**src/rtl/hwint_ctrl_if.sv**
```systemverilog
// hwint_ctrl_if: processor-bridge register port for the interrupt controller.
// Rev 1.0
`default_nettype none

interface hwint_ctrl_if;
  logic        sel;
  logic [1:0]  addr;
  logic        we;
  logic        re;
  logic [31:0] wdata;
  logic [31:0] rdata;

  modport master (output sel, addr, we, re, wdata, input rdata);
  modport slave  (input sel, addr, we, re, wdata, output rdata);
endinterface

`default_nettype wire

```
**src/rtl/hwint_ctrl.sv**
```systemverilog
// hwint_ctrl: maskable, nesting, fixed-priority interrupt controller driving HWInt[7:2].
// Optional HWINT_SYNC_EN adds a 2-flop input synchronizer. Rev 1.0
`default_nettype none

module hwint_ctrl #(
  parameter int NSRC = 6
) (
  input  logic            clk,
  input  logic            rst,
  input  logic [NSRC-1:0] irq_src,
  hwint_ctrl_if.slave     bus,
  output logic [5:0]      HWInt
);

  localparam logic [2:0] C_NO_ID   = 3'd7;
  localparam logic [1:0] C_A_PEND  = 2'd0;
  localparam logic [1:0] C_A_MASK  = 2'd1;
  localparam logic [1:0] C_A_MODE  = 2'd2;
  localparam logic [1:0] C_A_CLAIM = 2'd3;

  logic [NSRC-1:0] r_pend, r_mask, r_mode, r_isr, r_src_q;
  logic [5:0]      r_hwint;
  logic [NSRC-1:0] w_src, w_edge, w_wd, w_w1c, w_clm_oh, w_eoi_oh, w_pend_nxt;
  logic [5:0]      w_elig;
  logic [2:0]      w_claim_id;
  logic [31:0]     w_rdata;
  logic            w_wr_pend, w_wr_mask, w_wr_mode, w_claim, w_eoi;
  logic            w_unused;

`ifdef HWINT_SYNC_EN
  logic [NSRC-1:0] r_sync1, r_sync2;

  always_ff @(posedge clk or negedge rst) begin
    if (!rst) begin
      r_sync1 <= '0;
      r_sync2 <= '0;
    end else begin
      r_sync1 <= irq_src;
      r_sync2 <= r_sync1;
    end
  end

  assign w_src = r_sync2;
`else
  assign w_src = irq_src;
`endif

  assign w_edge    = w_src & ~r_src_q;
  assign w_wd      = bus.wdata[NSRC-1:0];
  assign w_unused  = ^bus.wdata;
  assign w_wr_pend = bus.sel & bus.we & (bus.addr == C_A_PEND);
  assign w_wr_mask = bus.sel & bus.we & (bus.addr == C_A_MASK);
  assign w_wr_mode = bus.sel & bus.we & (bus.addr == C_A_MODE);
  assign w_claim   = bus.sel & bus.re & (bus.addr == C_A_CLAIM);
  assign w_eoi     = bus.sel & bus.we & (bus.addr == C_A_CLAIM);

  // Any in-service source at equal or higher priority blocks source i.
  always_comb begin
    logic v_blk;
    logic v_found;
    v_blk      = 1'b0;
    v_found    = 1'b0;
    w_elig     = '0;
    w_claim_id = C_NO_ID;
    for (int i = 0; i < NSRC; i++) begin
      v_blk     = v_blk | r_isr[i];
      w_elig[i] = r_pend[i] & r_mask[i] & ~v_blk;
      if (w_elig[i] && !v_found) begin
        v_found    = 1'b1;
        w_claim_id = 3'(i);
      end
    end
  end

  always_comb begin
    w_clm_oh = '0;
    w_eoi_oh = '0;
    for (int i = 0; i < NSRC; i++) begin
      w_clm_oh[i] = w_claim & (w_claim_id == 3'(i));
      w_eoi_oh[i] = w_eoi & (bus.wdata[2:0] == 3'(i));
    end
  end

  // Edge sources hold until W1C or claim (a new edge wins); level sources mirror the input.
  assign w_w1c      = w_wr_pend ? w_wd : '0;
  assign w_pend_nxt = (r_mode & (w_edge | (r_pend & ~w_w1c & ~w_clm_oh)))
                    | (~r_mode & w_src);

  always_ff @(posedge clk or negedge rst) begin
    if (!rst) begin
      r_pend  <= '0;
      r_mask  <= '0;
      r_mode  <= '0;
      r_isr   <= '0;
      r_src_q <= '0;
      r_hwint <= '0;
    end else begin
      r_pend  <= w_pend_nxt;
      r_src_q <= w_src;
      r_isr   <= (r_isr & ~w_eoi_oh) | w_clm_oh;
      r_hwint <= w_elig;
      if (w_wr_mask) r_mask <= w_wd;
      if (w_wr_mode) r_mode <= w_wd;
    end
  end

  always_comb begin
    w_rdata = '0;
    if (bus.sel) begin
      case (bus.addr)
        C_A_PEND:  w_rdata[NSRC-1:0] = r_pend;
        C_A_MASK:  w_rdata[NSRC-1:0] = r_mask;
        C_A_MODE:  w_rdata[NSRC-1:0] = r_mode;
        default:   w_rdata[2:0]      = w_claim_id;
      endcase
    end
  end

  assign bus.rdata = w_rdata;
  assign HWInt     = r_hwint;

endmodule

`default_nettype wire

```
**src/flat_wrapper.sv**
```systemverilog
// flat-port wrapper written by rule: the top's interface ports become plain ports
module hwint_ctrl_flat 
#(
  parameter int NSRC = 6
)
  (clk, rst, irq_src, HWInt, bus_sel, bus_addr, bus_we, bus_re, bus_wdata, bus_rdata);
  hwint_ctrl_if bus_i ();
  input  logic clk;
  input  logic rst;
  input  logic [NSRC-1:0] irq_src;
  output logic [5:0] HWInt;
  input wire logic [$bits(bus_i.sel)-1:0] bus_sel;
  input wire logic [$bits(bus_i.addr)-1:0] bus_addr;
  input wire logic [$bits(bus_i.we)-1:0] bus_we;
  input wire logic [$bits(bus_i.re)-1:0] bus_re;
  input wire logic [$bits(bus_i.wdata)-1:0] bus_wdata;
  output wire logic [$bits(bus_i.rdata)-1:0] bus_rdata;
  assign bus_i.sel = bus_sel;
  assign bus_i.addr = bus_addr;
  assign bus_i.we = bus_we;
  assign bus_i.re = bus_re;
  assign bus_i.wdata = bus_wdata;
  assign bus_rdata = bus_i.rdata;
  hwint_ctrl #(.NSRC(NSRC)) u_core (.clk(clk), .rst(rst), .irq_src(irq_src), .bus(bus_i), .HWInt(HWInt));
endmodule
```
**config.mk**
```make
export PLATFORM = sky130hd
export DESIGN_NAME = hwint_ctrl_flat
export DESIGN_NICKNAME = d
export VERILOG_FILES = /design/src/rtl/hwint_ctrl_if.sv /design/src/rtl/hwint_ctrl.sv /design/src/flat_wrapper.sv
export SDC_FILE = /design/constraint.sdc
export NUM_CORES = 1
export LEC_CHECK = 0
export CORE_MARGIN = 2
export CORE_UTILIZATION = 25
export CTS_CLUSTER_SIZE = 40
export DETAILED_ROUTE_END_ITERATION = 16
export HOLD_SLACK_MARGIN = 0.15
export MAX_ROUTING_LAYER = met4
export PLACE_DENSITY_LB_ADDON = 0.1
export SYNTH_ARGS = -nofsm -noshare
export SYNTH_HDL_FRONTEND = slang
export SYNTH_SLANG_ARGS = --single-unit
```
**constraint.sdc**
```tcl
create_clock -name clk -period 4.7 [get_ports clk]
set_clock_uncertainty 0.05 [all_clocks]
set_input_delay 0.705 -clock clk [delete_from_list [all_inputs] [get_ports clk]]
set_output_delay 0.705 -clock clk [all_outputs]
set_load 0.005 [all_outputs]
```
== Word level (Yosys, flattened, before mapping) ==
Cells that the tools add are included.

* Register bits after elaboration: 36
* Word-level logic and storage cells: 103
* Bits of input ports: 45
* Output and inout port bits: 38

* Reduce and logical (&&, ||, !) cells: 13
* Bitwise gates (word level): 56
* Muxes and demuxes: 15
* Eq/ne operators: 13

{| class="wikitable"
|+ Operators with widths
! cell !! count
|-
| 6-bit AND || 6
|-
| 1-bit AND || 31
|-
| 6-bit inverter || 5
|-
| 3-bit two-way mux || 6
|-
| 6-bit OR || 3
|-
| 3-bit one-hot mux with 3 select lines || 2
|-
| 3-bit by 2-bit equality test with 1-bit output, second input constant || 4
|-
| 3-bit equality test, second input constant || 4
|-
| 6-bit two-way mux || 2
|-
| 3-bit by 1-bit equality test with 1-bit output, second input constant || 2
|-
| 3-bit logical NOT || 2
|-
| 1-bit inverter || 6
|-
| 1-bit logical AND || 5
|-
| 1-bit logical NOT || 5
|-
| 1-bit two-way mux || 5
|-
| 1-bit OR || 5
|-
| 2-bit equality test, second input constant || 2
|-
| 2-bit by 1-bit equality test with 1-bit output, second input constant || 1
|-
| 2-bit logical NOT || 1
|}

== Depth between registers and ports, before layout ==
* Depth after elaboration: 25
* Depth in mapped cells: 5
* Mapped depth without buffers: 5

== Least setup slack after synthesis ==
Ideal clock, no wire load.

* Path kind: flip-flop to output port
* Start: register u_core.r_isr[0]
* End: output bus_rdata[0]
* Setup slack: 2.319 ns
* Buffers on the path: 1
* Required time: 3.945 ns
* Stages on the path, launching flop included: 6
* Arrival time: 1.626 ns
* Cells stage by stage: dfrtp_1 or4_1 buf_2 nor4_4 or3_2 a311oi_1

* Cells in the longest elaborated chain, start to end: 20
* Elaborated cells on any way between the ends: 40
* Classes of those cells: mux (13); bitwise (17); reduce/logical (10)

{| class="wikitable"
|+ Ends and longest elaborated chain
! what !! line !! RTL
|-
| from (decl) || hwint_ctrl.sv:21 || <nowiki>logic [NSRC-1:0] r_pend, r_mask, r_mode, r_isr, r_src_q;</nowiki>
|-
| from (signal assigned) || hwint_ctrl.sv:100 || <nowiki>r_isr <= (r_isr & ~w_eoi_oh) | w_clm_oh;</nowiki>
|-
| 1-bit inverter || hwint_ctrl.sv:67 || <nowiki>w_elig[i] = r_pend[i] & r_mask[i] & ~v_blk;</nowiki>
|-
| 1-bit AND || hwint_ctrl.sv:67 ||
|-
| 1-bit two-way mux || hwint_ctrl.sv:68 || <nowiki>if (w_elig[i] && !v_found) begin</nowiki>
|-
| 1-bit logical NOT || hwint_ctrl.sv:68 ||
|-
| 1-bit logical AND || hwint_ctrl.sv:68 ||
|-
| 1-bit two-way mux || hwint_ctrl.sv:68 ||
|-
| 1-bit logical NOT || hwint_ctrl.sv:68 ||
|-
| 1-bit logical AND || hwint_ctrl.sv:68 ||
|-
| [... 4 more ...] || - ||
|-
| 1-bit logical NOT || hwint_ctrl.sv:68 ||
|-
| 1-bit logical AND || hwint_ctrl.sv:68 ||
|-
| 1-bit two-way mux || hwint_ctrl.sv:68 ||
|-
| 1-bit logical NOT || hwint_ctrl.sv:68 ||
|-
| 1-bit logical AND || hwint_ctrl.sv:68 ||
|-
| 3-bit two-way mux (*) || hwint_ctrl.sv:68 ||
|-
| 3-bit one-hot mux with 3 select lines (*) || hwint_ctrl.sv:110 || <nowiki>case (bus.addr)</nowiki>
|-
| 6-bit two-way mux (*) || hwint_ctrl.sv:109 || <nowiki>if (bus.sel) begin</nowiki>
|-
| to (decl) || flat_wrapper.sv:17 || <nowiki>output wire logic [$bits(bus_i.rdata)-1:0] bus_rdata;</nowiki>
|}

Mark *: on every way between the ends. The rest lies on a longest branch, timed or not.

== Final worst setup path ==
* Start: input bus_addr[1]
* End: output bus_rdata[0]

* Cells in the longest elaborated chain, start to end: 3
* Elaborated cells on any way between the ends: 5
* Classes of those cells: eq/ne (2); mux (2); reduce/logical (1)

{| class="wikitable"
|+ Ends and longest elaborated chain
! what !! line !! RTL
|-
| from (decl) || flat_wrapper.sv:13 || <nowiki>input wire logic [$bits(bus_i.addr)-1:0] bus_addr;</nowiki>
|-
| 2-bit equality test (tied with other cells) || hwint_ctrl.sv:110 ||
|-
| 3-bit one-hot mux with 3 select lines (*) || hwint_ctrl.sv:110 ||
|-
| 6-bit two-way mux (*) || hwint_ctrl.sv:109 ||
|}

Marked as above.

==> summary.md <==
| Metric | Value |
|---|---|
| PD cells | 388 nW/um^2 |
| Hold buffer count at CTS | 0 |
| CORE AREA | 7290 sq um |
| Required @ worst endpoint | 3.94 ns |
| Maximum VDD drop | around 0.00013 V |
| Primary FF master, synth | dfrtp_1 |
| Post-route DRC | 0 |
| First-pass GRT wire length | between 7000 and 8000 microns |
| Final min period | around 3.5 ns |
| Max-Cap Viols | 0 |
| Worst EP arrival | around 2.7 ns |
| Layout net count | 267 |
| CTS Buf Count | 5 |
| Slew Viols, Final | 0 |
| Vias post-DR | ~1.4k |
| Syn avg cell area | slightly above 10 sq um |
| Synth warn | 0 |
| GRT Util Overall | 12.5% |
| Clk buf depth | 2 |
| Mapped cell area | 1900 sq um |
| CP Launch Type | primary input |
| Post_cts resized | 0 |
| Area growth syn-to-layout | 21.0% |
| Top cells by area, synth | dfrtp_1 47%, buf_4 10%, mux2_2 6.5% |
| Post-synth top cells | 36 x dfrtp_1, 27 x nand2_1, 26 x buf_4 |
| Clock net sink count | 36 |
| # rows | 31 |
| Initial antenna violation count | 0 |
| Full die area | 8320 sq um |
| GPL Wtd Cong | 0.784 |
| Outcome | finished clean |
| CTS tree | done |
| CTS root buffer | clkbuf_8 |
| Die X | 91.2 microns |
| I/O pin total | 83 |
| Register area share after synthesis | 47.4% |
| Clk slew on worst S/H paths | about 0.070 ns |
| Vias per cell | 4.45 |
| Setup violators final | 0 |
| Yosys top cell area share | between 40% and 50% |
| Port-buffer cells | 30 |
| Hold Crit Class | in2async |
| Mapped Cells | between 150 and 200 |
| Flops & latches, synth | 36 |
| Finished Layout Cells | around 320 |
| Post-synth EDFFs | 0 |
| Setup TNS Final | 0 ns |
| P_leak | ~0.97 nW |
| Most frequent cell after synthesis | dfrtp_1 |
| Fraction of synthesis flops using an asynchronous set or reset pin | 100% |
| Yosys cell types | 38 |
| CP Capture Type | output port |
| Clk Latency, worst-skew pair | approximately 0.28 ns |
| Gr ovfl total | 0 |
| H-tree Lvls | 2 |
| F_max | about 290 MHz |
| Largest net degree at the start of global routing | 37 |
| Ant. Diodes | 0 |
| Fin. Hold Viols | 0 |
| Post-DP HPWL | about 3500 microns |
| Share of cells above drive strength 1 | between 10% and 20% |
| DR WL/cell | about 15 microns |
| Antenna Nets Post-Route | 0 |
| Setup CP Type | in2out |
| Max transition margin | 38.2% |
| Period Utilization, post-route | roughly three quarters |
| Postcts setup bufs | 0 |
| Reg2reg start | u_core.r_isr[0]$_DFF_PN0_ |
| Leading area contributor after synthesis | dfrtp_1 |
| Reg2reg end | u_core.r_pend[4]$_DFF_PN0_ |
| RSZ-0062 raised after global routing | no |
| Dpl cells | roughly 310 |
| Starting Density | between 20% and 30% |
| Worst Path Max Fanout | 8 |
| R2R Setup Slk | 2.62 ns |
| Worst hold slack | ~0.46 ns |
| 1st-iter DRT viols | between 70 and 80 |
| Worst reg2reg path depth | 4 |
| Slew at the pin with the worst max-slew slack | a little over 0.9 ns |
| Pwr Total | 0.892 mW |
| First-pass detailed-route iteration total | 4 |
| Die height | a little over 90 microns |
| WL final | around 4800 microns |
| Vias in the first global route | between 1k and 1.5k |
-- flip-flops by register name (all words and copies together) (netlist names) --
signal and flops:
u_core.HWInt 6, u_core.r_isr 6, u_core.r_mask 6, u_core.r_mode 6, u_core.r_pend 6, u_core.r_src_q 6
-- critical path, stage by stage --
cell and delay (ns):
clkdlybuf4s50_1 0.64, buf_4 0.24, mux2_2 0.16, o21ai_0 0.07
a311oi_1 0.33, clkdlybuf4s50_1 0.56
-- per-stage QoR --
stage / area, sq um / setup slack, ns / utilization, %
2_1_floorplan: 2000 / 2.32 / -
3_3_place_gp: 2220 / 1.22 / 30.5
3_5_place_dp: 2220 / 1.23 / 30.5
4_1_cts: 2300 / 1.22 / 31.6
5_1_grt: 2300 / 1.10 / 31.6
6_report: 2300 / 1.23 / 31.6
-- placed cells by master (no fill, tap or decap), types with 4 or more instances in the layout --
master	n
inv_1	4
mux2_2	11
clkdlybuf4s50_1	29
nor2_1	5
o21ai_0	19
a21oi_1	5
nand2_1	27
dfrtp_1	36
o41ai_1	4
nor3_1	4
clkbuf_8	5
conb_1	26
-- per-layer routing --
metal / global-route usage, % / routed length, microns / part of all wire, %
met1: 17.0 / 2380 / 49
met2: 18.8 / 2230 / 46
met3: 3.24 / 208 / 4.3
met4: 2.65 / 0 / 0
met5: - / 0 / 0
-- report_power, final --
group	internal, mW	total, mW	leakage [nW]	switching (mW)
Combinational	0.126	0.257	0.484	0.131
Clock	0.101	0.210	0.0410	0.109
Sequential	0.374	0.425	0.445	0.0511
-- layout make-up --
type	instances	area, sq um
clock buffers	6	72.6
clock inverters	1	5.00
well taps	99	124
fillers	788	4990
flip-flops and latches	36	901
multi-input cells	143	873
inverters	4	15.0
repair buffers	32	310
-- worst max path at each step --
stage	startpoint	end	depth (start not counted)
CTS	bus_addr[1]	bus_rdata[0]	6
detailed placement	bus_addr[1]	bus_rdata[0]	6
floorplan	u_core.r_isr[0]$_DFF_PN0_	bus_rdata[0]	5
global placement	bus_addr[1]	bus_rdata[0]	6
global route	bus_addr[1]	bus_rdata[0]	6
finish	bus_addr[1]	bus_rdata[0]	6
-- kinds of logic (layout without fill, tap and decap cells) --
family / Yosys count / count (layout) / share of synthesized area (%)
flip-flops: 36 / 36 / 47.4
multiplexers: 14 / 14 / 8.09
buffers and inverters: 34 / 43 / 12.0
other: 1 / 26 / 0.197
AO/OA/AOI/OAI: 44 / 44 / 15.3
AND/OR/NAND/NOR: 59 / 59 / 17.0
(Power assumes the default switching activity.)
